--- config.mk ---
export PLATFORM = sky130hd
export DESIGN_NAME = com_op_code_sequencer
export DESIGN_NICKNAME = d
export VERILOG_FILES = /design/src/rtl/com_op_code_sequencer.sv
export SDC_FILE = /design/constraint.sdc
export NUM_CORES = 1
export LEC_CHECK = 0
export ABC_AREA = 1
export CAP_MARGIN = 40
export CORE_MARGIN = 4
export CORE_UTILIZATION = 40
export CTS_CLUSTER_DIAMETER = 120
export DETAILED_ROUTE_END_ITERATION = 6
export SETUP_SLACK_MARGIN = 0.2
export SYNTH_ARGS = -nofsm -noshare
export SYNTH_HDL_FRONTEND = slang
export SYNTH_SLANG_ARGS = --single-unit
--- constraint.sdc ---
create_clock -name clk -period 1.73 [get_ports clk]
set_clock_uncertainty 0.1 [all_clocks]
set_input_delay 0.173 -clock clk [delete_from_list [all_inputs] [get_ports clk]]
set_output_delay 0.173 -clock clk [all_outputs]
set_load 0.1 [all_outputs]
--- src/rtl/com_op_code_sequencer.sv ---
// Command front-end for the test-number decoder: turns one-cycle command writes into
// registered reset/execute levels, with watchdog, sticky status and a command counter.
module com_op_code_sequencer #(
    parameter int unsigned RESET_CYCLES   = 4,
    parameter int unsigned TIMEOUT_W      = 24,
    parameter int unsigned TIMEOUT_CYCLES = 1000000,
    parameter int unsigned MAX_TEST       = 5
) (
    input  logic       clk,
    input  logic       reset_n,
    input  logic       cmd_wr,
    input  logic [7:0] cmd_word,
    input  logic       test_done,
    output logic       op_code_w_reset,
    output logic       op_code_w_execute,
    output logic [3:0] test_number,
    output logic       busy,
    output logic [1:0] state,
    output logic       done_sticky,
    output logic       err_illegal,
    output logic       err_busy,
    output logic       err_timeout,
    output logic       aborted,
    output logic [7:0] cmd_count
);

    typedef enum logic [1:0] {StIdle = 2'd0, StRst = 2'd1, StExec = 2'd2} state_e;

    localparam logic [3:0] OpNop   = 4'h0;
    localparam logic [3:0] OpRst   = 4'h1;
    localparam logic [3:0] OpExec  = 4'h2;
    localparam logic [3:0] OpAbort = 4'h3;
    localparam logic [3:0] OpClr   = 4'h4;

    localparam logic [7:0]           RstLoad    = 8'(RESET_CYCLES - 1);
    localparam logic [TIMEOUT_W-1:0] TimeoutLim = TIMEOUT_W'(TIMEOUT_CYCLES);
    localparam logic [TIMEOUT_W-1:0] WdOne      = TIMEOUT_W'(1);
    localparam bit                   WdEnable   = (TIMEOUT_CYCLES != 0);

    state_e                 r_state, w_state_d;
    logic [7:0]             r_rst_cnt, w_rst_cnt_d;
    logic [TIMEOUT_W-1:0]   r_wd, w_wd_d;
    logic [3:0]             r_test, w_test_d;
    logic                   r_done, w_done_d;
    logic                   r_ill, w_ill_d;
    logic                   r_ebusy, w_ebusy_d;
    logic                   r_eto, w_eto_d;
    logic                   r_abort, w_abort_d;
    logic [7:0]             r_cnt, w_cnt_d;
    logic                   r_rst_out, r_exec_out;

    logic [3:0] w_op;
    logic [3:0] w_tf;
    logic       w_tf_ok;
    logic       w_clr;

    assign w_op    = cmd_word[3:0];
    assign w_tf    = cmd_word[7:4];
    assign w_tf_ok = (w_tf != 4'd0) && (32'(w_tf) <= MAX_TEST);

    always_comb begin
        w_state_d   = r_state;
        w_rst_cnt_d = r_rst_cnt;
        w_wd_d      = r_wd;
        w_test_d    = r_test;
        w_done_d    = r_done;
        w_ill_d     = r_ill;
        w_ebusy_d   = r_ebusy;
        w_eto_d     = r_eto;
        w_abort_d   = r_abort;
        w_cnt_d     = r_cnt;
        w_clr       = 1'b0;

        unique case (r_state)
            StIdle: begin
                if (cmd_wr) begin
                    case (w_op)
                        OpNop: ;
                        OpRst: begin
                            w_state_d   = StRst;
                            w_rst_cnt_d = RstLoad;
                            w_test_d    = 4'd0;
                            w_clr       = 1'b1;
                            w_cnt_d     = r_cnt + 8'd1;
                        end
                        OpExec: begin
                            if (w_tf_ok) begin
                                w_state_d = StExec;
                                w_test_d  = w_tf;
                                w_wd_d    = '0;
                                w_cnt_d   = r_cnt + 8'd1;
                            end else begin
                                w_ill_d = 1'b1;
                            end
                        end
                        OpAbort: w_cnt_d = r_cnt + 8'd1;
                        OpClr: begin
                            w_clr   = 1'b1;
                            w_cnt_d = r_cnt + 8'd1;
                        end
                        default: w_ill_d = 1'b1;
                    endcase
                end
            end
            StRst: begin
                if (cmd_wr && (w_op != OpNop)) w_ebusy_d = 1'b1;
                if (r_rst_cnt == 8'd0) begin
                    w_state_d = StIdle;
                end else begin
                    w_rst_cnt_d = r_rst_cnt - 8'd1;
                end
            end
            StExec: begin
                w_wd_d = r_wd + WdOne;
                if (cmd_wr && (w_op == OpRst)) begin
                    w_state_d   = StRst;
                    w_rst_cnt_d = RstLoad;
                    w_test_d    = 4'd0;
                    w_clr       = 1'b1;
                    w_cnt_d     = r_cnt + 8'd1;
                end else begin
                    if (cmd_wr && (w_op != OpNop) && (w_op != OpAbort)) w_ebusy_d = 1'b1;
                    if (cmd_wr && (w_op == OpAbort)) w_cnt_d = r_cnt + 8'd1;
                    // Exit priority below RESET: done, then abort, then watchdog.
                    if (test_done) begin
                        w_state_d = StIdle;
                        w_done_d  = 1'b1;
                    end else if (cmd_wr && (w_op == OpAbort)) begin
                        w_state_d = StIdle;
                        w_abort_d = 1'b1;
                        w_done_d  = 1'b0;
                    end else if (WdEnable && (w_wd_d == TimeoutLim)) begin
                        w_state_d = StIdle;
                        w_eto_d   = 1'b1;
                        w_done_d  = 1'b0;
                    end
                end
            end
            default: w_state_d = StIdle;
        endcase

        if (w_clr) begin
            w_done_d  = 1'b0;
            w_ill_d   = 1'b0;
            w_ebusy_d = 1'b0;
            w_eto_d   = 1'b0;
            w_abort_d = 1'b0;
        end
    end

    always_ff @(posedge clk or negedge reset_n) begin
        if (!reset_n) begin
            r_state    <= StIdle;
            r_rst_cnt  <= 8'd0;
            r_wd       <= '0;
            r_test     <= 4'd0;
            r_done     <= 1'b0;
            r_ill      <= 1'b0;
            r_ebusy    <= 1'b0;
            r_eto      <= 1'b0;
            r_abort    <= 1'b0;
            r_cnt      <= 8'd0;
            r_rst_out  <= 1'b0;
            r_exec_out <= 1'b0;
        end else begin
            r_state    <= w_state_d;
            r_rst_cnt  <= w_rst_cnt_d;
            r_wd       <= w_wd_d;
            r_test     <= w_test_d;
            r_done     <= w_done_d;
            r_ill      <= w_ill_d;
            r_ebusy    <= w_ebusy_d;
            r_eto      <= w_eto_d;
            r_abort    <= w_abort_d;
            r_cnt      <= w_cnt_d;
            r_rst_out  <= (w_state_d == StRst);
            r_exec_out <= (w_state_d == StExec);
        end
    end

    assign op_code_w_reset   = r_rst_out;
    assign op_code_w_execute = r_exec_out;
    assign test_number       = r_test;
    assign busy              = (r_state != StIdle);
    assign state             = r_state;
    assign done_sticky       = r_done;
    assign err_illegal       = r_ill;
    assign err_busy          = r_ebusy;
    assign err_timeout       = r_eto;
    assign aborted           = r_abort;
    assign cmd_count         = r_cnt;

endmodule

# Yosys cells after proc, flatten, opt, wreduce, memory -nomap -nowiden
# Cells that the tools add are included.
classes:
  n_lt_le_gt_ge: 1
  muxes: 60
  n_reduce_logical: 32
  multipliers: 0
  div_mod_pow: 0
  shift: 0
  bitwise_logic: 0
  eq_ne: 28
  n_addsub: 3
op_table:
  columns: ["op", "n"]
  rows:
  - ["$mux 24", 3]
  - ["$mux 8", 8]
  - ["$pmux 24 s2", 1]
  - ["$pmux 8 s2", 2]
  - ["$mux 1", 28]
  - ["$add 24x1->24 const B", 1]
  - ["$eq 24x20->1 const B", 1]
  - ["$pmux 8 s3", 1]
  - ["$reduce_and 5->1", 4]
  - ["$ne 3x3->1 const B", 6]
  - ["$pmux 4 s2", 2]
  - ["$reduce_and 4->1", 4]
  - ["$mux 2", 7]
  - ["$ne 2x2->1 const B", 7]
  - ["$reduce_bool 2->1", 7]
  - ["$mux 4", 3]
  - ["$reduce_bool 4->1", 3]
  - ["$add 8x1->8 const B", 1]
  - ["$eq 4x2->1 const B", 2]
  - ["$logic_not 8->1", 1]
  - ["$sub 8x1->8 const B", 1]
  - ["$ne 2x1->1 const B", 3]
  - ["$ne 3x2->1 const B", 2]
  - ["$pmux 1 s2", 3]
  - ["16 further kinds", 23]
totals:
  latch_bits: 0
  rom_bits: 0
  out_inout_bits: 22
  mem_bits_rw: 0
  elab_cells: 136
  n_memories: 0
  inputBits: 12
  regBits: 53

# Logic depth before layout (Yosys ltp)
logic_depth:
  ltp_word: 8
  depth_mapped: 16

# Worst setup path after synthesis
# Ideal clock, no wire load.
synth_timing:
  path_kind: "reg2reg"
  start: "reg r_state[0] (netlist: state[0])"
  end: "reg r_cnt[6] (netlist: cmd_count[6])"
  synth_period_minus_slack_ns: 2.937
  n_path_buf: 0
  setup_slack_ns: -1.207
  path_stages_with_launch: 10
  setup_time_ns: 0.126
  arrival_ns: 2.711
  required_time_ns: 1.504
  path_cell_list: "dfrtp_1 nor2_1 inv_1 nor2_1 a21oi_1 nand2_1 nor2_4 nand4_1 o21ai_1 nand2_1"
synth_between:
  elab_chain_len: 3
synth_rtl:
  columns: ["element", "line", "source"]
  rows:
  - ["from (decl)", "40", "state_e r_state, w_state_d;"]
  - ["from (signal assigned)", "153", "r_state <= StIdle;"]
  - ["from (signal assigned)", "166", "r_state <= w_state_d;"]
  - ["$eq 2x2->1 / $logic_not 2->1 (equally long branches)", "74", "unique case (r_state)"]
  - ["$ne 3x3->1 (no source line) (tied with other cells)", null, null]
  - ["$reduce_and 5->1 (no source line)", null, null]
  - ["to (signal assigned)", "175", "r_cnt <= w_cnt_d;"]
  - ["to (decl)", "49", "logic [7:0] r_cnt, w_cnt_d;"]
# Several ways; a longest one is shown, not always the timed one.
# A chain may end at the register's enable or synchronous reset.

# Final worst setup path
layout_timing:
  start: "reg r_wd[1]"
  end: "reg r_done (netlist: done_sticky)"
layout_between:
  elab_chain_len: 4
layout_rtl:
  columns: ["element", "line", "source"]
  rows:
  - ["from (decl)", "42", "logic [TIMEOUT_W-1:0] r_wd, w_wd_d;"]
  - ["from (signal assigned)", "168", "r_wd <= w_wd_d;"]
  - ["$add 24x1->24", "114", "w_wd_d = r_wd + WdOne;"]
  - ["$eq 24x20->1", "132", "end else if (WdEnable && (w_wd_d == TimeoutLim)) begin"]
  - ["$reduce_bool 4->1 (no source line)", null, null]
  - ["$reduce_and 3->1 (no source line)", null, null]
  - ["to (signal assigned)", "170", "r_done <= w_done_d;"]
  - ["to (decl)", "44", "logic r_done, w_done_d;"]
# Every way passes these cells.

==> flow_metrics.py <==
metrics = {
    "finish": {
        "syn2layout_area_growth_pct": 65.3,
        "final_layout_size_suffix_gt1_share_pct": 42.7,
        "final_cell_area_sq_um": 5100,
        "antennaDiodeCount": 0,
        "num-nets-final": 575,
    },
    "floorplanning": {
        "die_w_um": 95.8,
        "initial_utilization_pct": 41.9,
        "dieHeight_um": 95.8,
        "io_pins": 34,
        "coreArea_sq_um": 7370,
        "floorplan.die_area_sq_um": 9180,
        "fp-row-count": 31,
    },
    "timing": {
        "hold_violations": 0,
        "max_slew_margin_pct": 72.5,
        "finalCriticalPeriod_ns": 2.07,
        "setup_viol": 16,
        "grt_setup_unrepaired": "yes",
        "setup_ws_ns": -0.344,
        "worst-slew-pin-transition_ns": 0.411,
        "timing.final.crit_share_pct": 120,
        "timing.final.max_slew_violations": 0,
        "fmaxAchievable_mhz": 482,
        "hold_slack_ns": 0.276,
        "finalSetupTns_ns": -1.63,
    },
    "setup_path": {
        "worst_setup_path_end_kind": "flop",
        "cp_max_fo": 4,
        "critPathSlowestCell": "sky130_fd_sc_hd__dfrtp_1",
        "critPathMostFrequentCell": "sky130_fd_sc_hd__nand2_1",
        "category_of_the_worst_setup_path_launch_point": "flop",
        "path_class": "reg -> reg",
        "worst-endpoint-required_ns": 1.84,
        "timing.critical_path.cells": "ha_2, nand2_2, nor2_4, nand2_2, nand2_1, nand2_1, nor2_1, nand2_1, nor2_1, nand2_1, nor2_2, nand2_1, nand2_1, nand2_1, nand2_1, nand2_1",
        "critical-path-max-stage-delay_ns": 0.37,
        "critPathArrivalTime_ns": 2.18,
    },
    "clock_tree": {
        "cts.sinks": 53,
        "clockRootBuffer": "sky130_fd_sc_hd__clkbuf_8",
        "cts-htree-levels": 2,
        "tritoncts_clock_tree": "built",
        "cts_buffers": 5,
        "worstSkewPairLatency_ns": 0.31,
        "clkTransAtPathRegs_ns": 0.10,
        "clk_path_buf_depth": 2,
    },
    "yosys": {
        "synth.net_count": 448,
        "synth.most_common_cell": "sky130_fd_sc_hd__nand2_1",
        "synth_enable_flop_cells": 0,
        "syn-cell-area_sq_um": 3080,
        "ys_warn_count": 0,
        "netlist.top_cell.by_area": "sky130_fd_sc_hd__dfrtp_1",
        "most_numerous_cell_types_in_the_synthesized_netlist": "sky130_fd_sc_hd__nand2_1, sky130_fd_sc_hd__inv_1, sky130_fd_sc_hd__dfrtp_1",
        "synth_sequential_area_ratio_pct": 43.0,
        "synth.avg_cell_area_sq_um": 7.14,
        "area_share_of_the_largest_cell_type_after_synthesis_pct": 43.0,
        "count_of_cell_types_in_the_netlist": 29,
        "syn-instance-count": 432,
        "top_reg_cell_synth": "sky130_fd_sc_hd__dfrtp_1",
        "postSynthRegisterBits": 53,
        "synth_area_leaders": "sky130_fd_sc_hd__dfrtp_1, sky130_fd_sc_hd__nand2_1, sky130_fd_sc_hd__inv_1",
        "async_reset_ff_share_pct": 100,
    },
    "power_and_ir_drop": {
        "vdd.ir_drop.worst_uv": 1060,
        "power.density_nw_per_um2": 1660,
        "cellLeakagePower_nw": 2.38,
        "design_power_total_mw": 8.44,
    },
    "routing": {
        "drtIter0Drc": 104,
        "drc": 0,
        "per_cell_routed_wire_length_um": 13.6,
        "antenna_violating_nets_left": 0,
        "detailedRoute.firstPassIterationCount": 4,
        "detail_route.vias_per_cell": 4.99,
        "detail_route.wirelength_um": 8970,
        "via_count": 3287,
    },
    "placement": {
        "detailedPlacementHpwl_um": 6060,
        "port-buffer-count": 33,
        "gp_congestion": 0.919,
        "detailed_place.area_sq_um": 4350,
    },
    "global_routing": {
        "grt_antenna_before_repair": 0,
        "largest_net_degree_at_the_start_of_global_routing": 54,
        "number_of_global_route_vias_before_repair": 3327,
        "grt_overflow": 0,
        "grt.total_usage_pct": 21.1,
        "grt_first_pass_wirelength_um": 15200,
    },
    "status": {
        "violations": "setup timing",
        "run_status": "finished with violations",
    },
    "job": {
        "max-cap-violations": 0,
    },
    "hold_path": {
        "hold_path_class": "in -> async",
    },
}
[report_power, final]
part           total, mW  leakage (nW)  switching (mW)  internal (mW)
logic               5.40          1.69            3.10           2.30
clock network      0.729        0.0447           0.436          0.293
registers           2.31         0.642           0.558           1.75
[critical path: cells and delay by family, from the launching register on]
kind                     cells  cell delay (ns)
AND/OR/NAND/NOR             15             1.30
flip-flops                   1             0.37
adder cells (fa/ha/maj)      1             0.21
[logic make-up (layout without fill, tap and decap cells)]
| logic type | Yosys count | in the layout | synth area share, % |
|---|---|---|---|
| compound gates | 52 | 52 | 9.13 |
| simple gates | 253 | 253 | 35.6 |
| mux | 1 | 1 | 0.365 |
| flops | 53 | 53 | 43.0 |
| fa+ha+maj | 4 | 4 | 1.62 |
| buf+inv | 58 | 186 | 7.14 |
| xor+xnor | 11 | 11 | 3.12 |
[what timing repair did]
action | in CTS | in global routing
endpoints found under the hold margin | 53 | 0
gates resized for setup | 95 | 60
cloned | 1 | 0
setup endpoints to repair | 50 | 48
hold buffers | 1 | 0
buffers inserted | 14 | 3
pin swaps | 28 | 20
[registers in the layout, summed over array words and instances, names as in the netlist, 2 cells and up]
signal and cells:
state 2, r_wd 24, cmd_count 8, test_number 4
r_rst_cnt 8
[path summary, 6_finish.rpt]
path | startpoint | endpoint | slack (ns) | cells past startpoint
max | r_wd[1]$_DFFE_PN0P_ | done_sticky$_DFFE_PN0P_ | -0.34 | 16
min | reset_n | r_wd[6]$_DFFE_PN0P_ | 0.28 | 3
max reg2reg | r_wd[1]$_DFFE_PN0P_ | done_sticky$_DFFE_PN0P_ | -0.34 | 16
min reg2reg | cmd_count[7]$_DFFE_PN0P_ | cmd_count[7]$_DFFE_PN0P_ | 0.46 | 1
max in group asynchronous | reset_n | state[1]$_DFF_PN0_ | 0.99 | 3
min in group clk | cmd_word[4] | test_number[0]$_DFFE_PN0P_ | 0.36 | 3
[cell type report]
cell class	count	area, sq um
sequential	53	1330
fill	580	2270
clock buffer	5	68.8
timing repair buffer	124	1320
inverter	54	214
clock inverter	3	25.0
multi-input combinational	321	2010
tap	99	124
[per-stage QoR]
step / worst slack (ns) / utilization [%] / std cells
5_1_grt: -0.553 / 69.2 / 659
3_5_place_dp: -0.435 / 59.0 / 632
2_1_floorplan: -0.524 / - / 432
3_3_place_gp: -0.399 / 59.0 / 632
4_1_cts: -0.329 / 65.8 / 656
6_report: -0.344 / 69.2 / 659
[placed cells by master (no fill, tap or decap), drive strengths merged, types with 5 or more instances in the layout]
cell type and instances:
nand2 144, buf 113, nor2 62, inv 54, dfrtp 53, o21ai 30, nand3 26, a21oi 10
nor3 9, nand4 6, xor2 6, o22ai 6, clkbuf 5, clkdlybuf4s50 5, xnor2 5
[routing by layer]
layer	share of wire [%]	vias to the layer above	global-route usage [%]	wire length, um
met5	0	-	0	0
met4	1.8	0	6.16	159
met3	2.8	13	3.28	253
met2	52	60	36.8	4700
met1	43	1572	26.9	3860
li1	-	1642	-	-
Note: power is estimated with default switching activity, not from simulation.
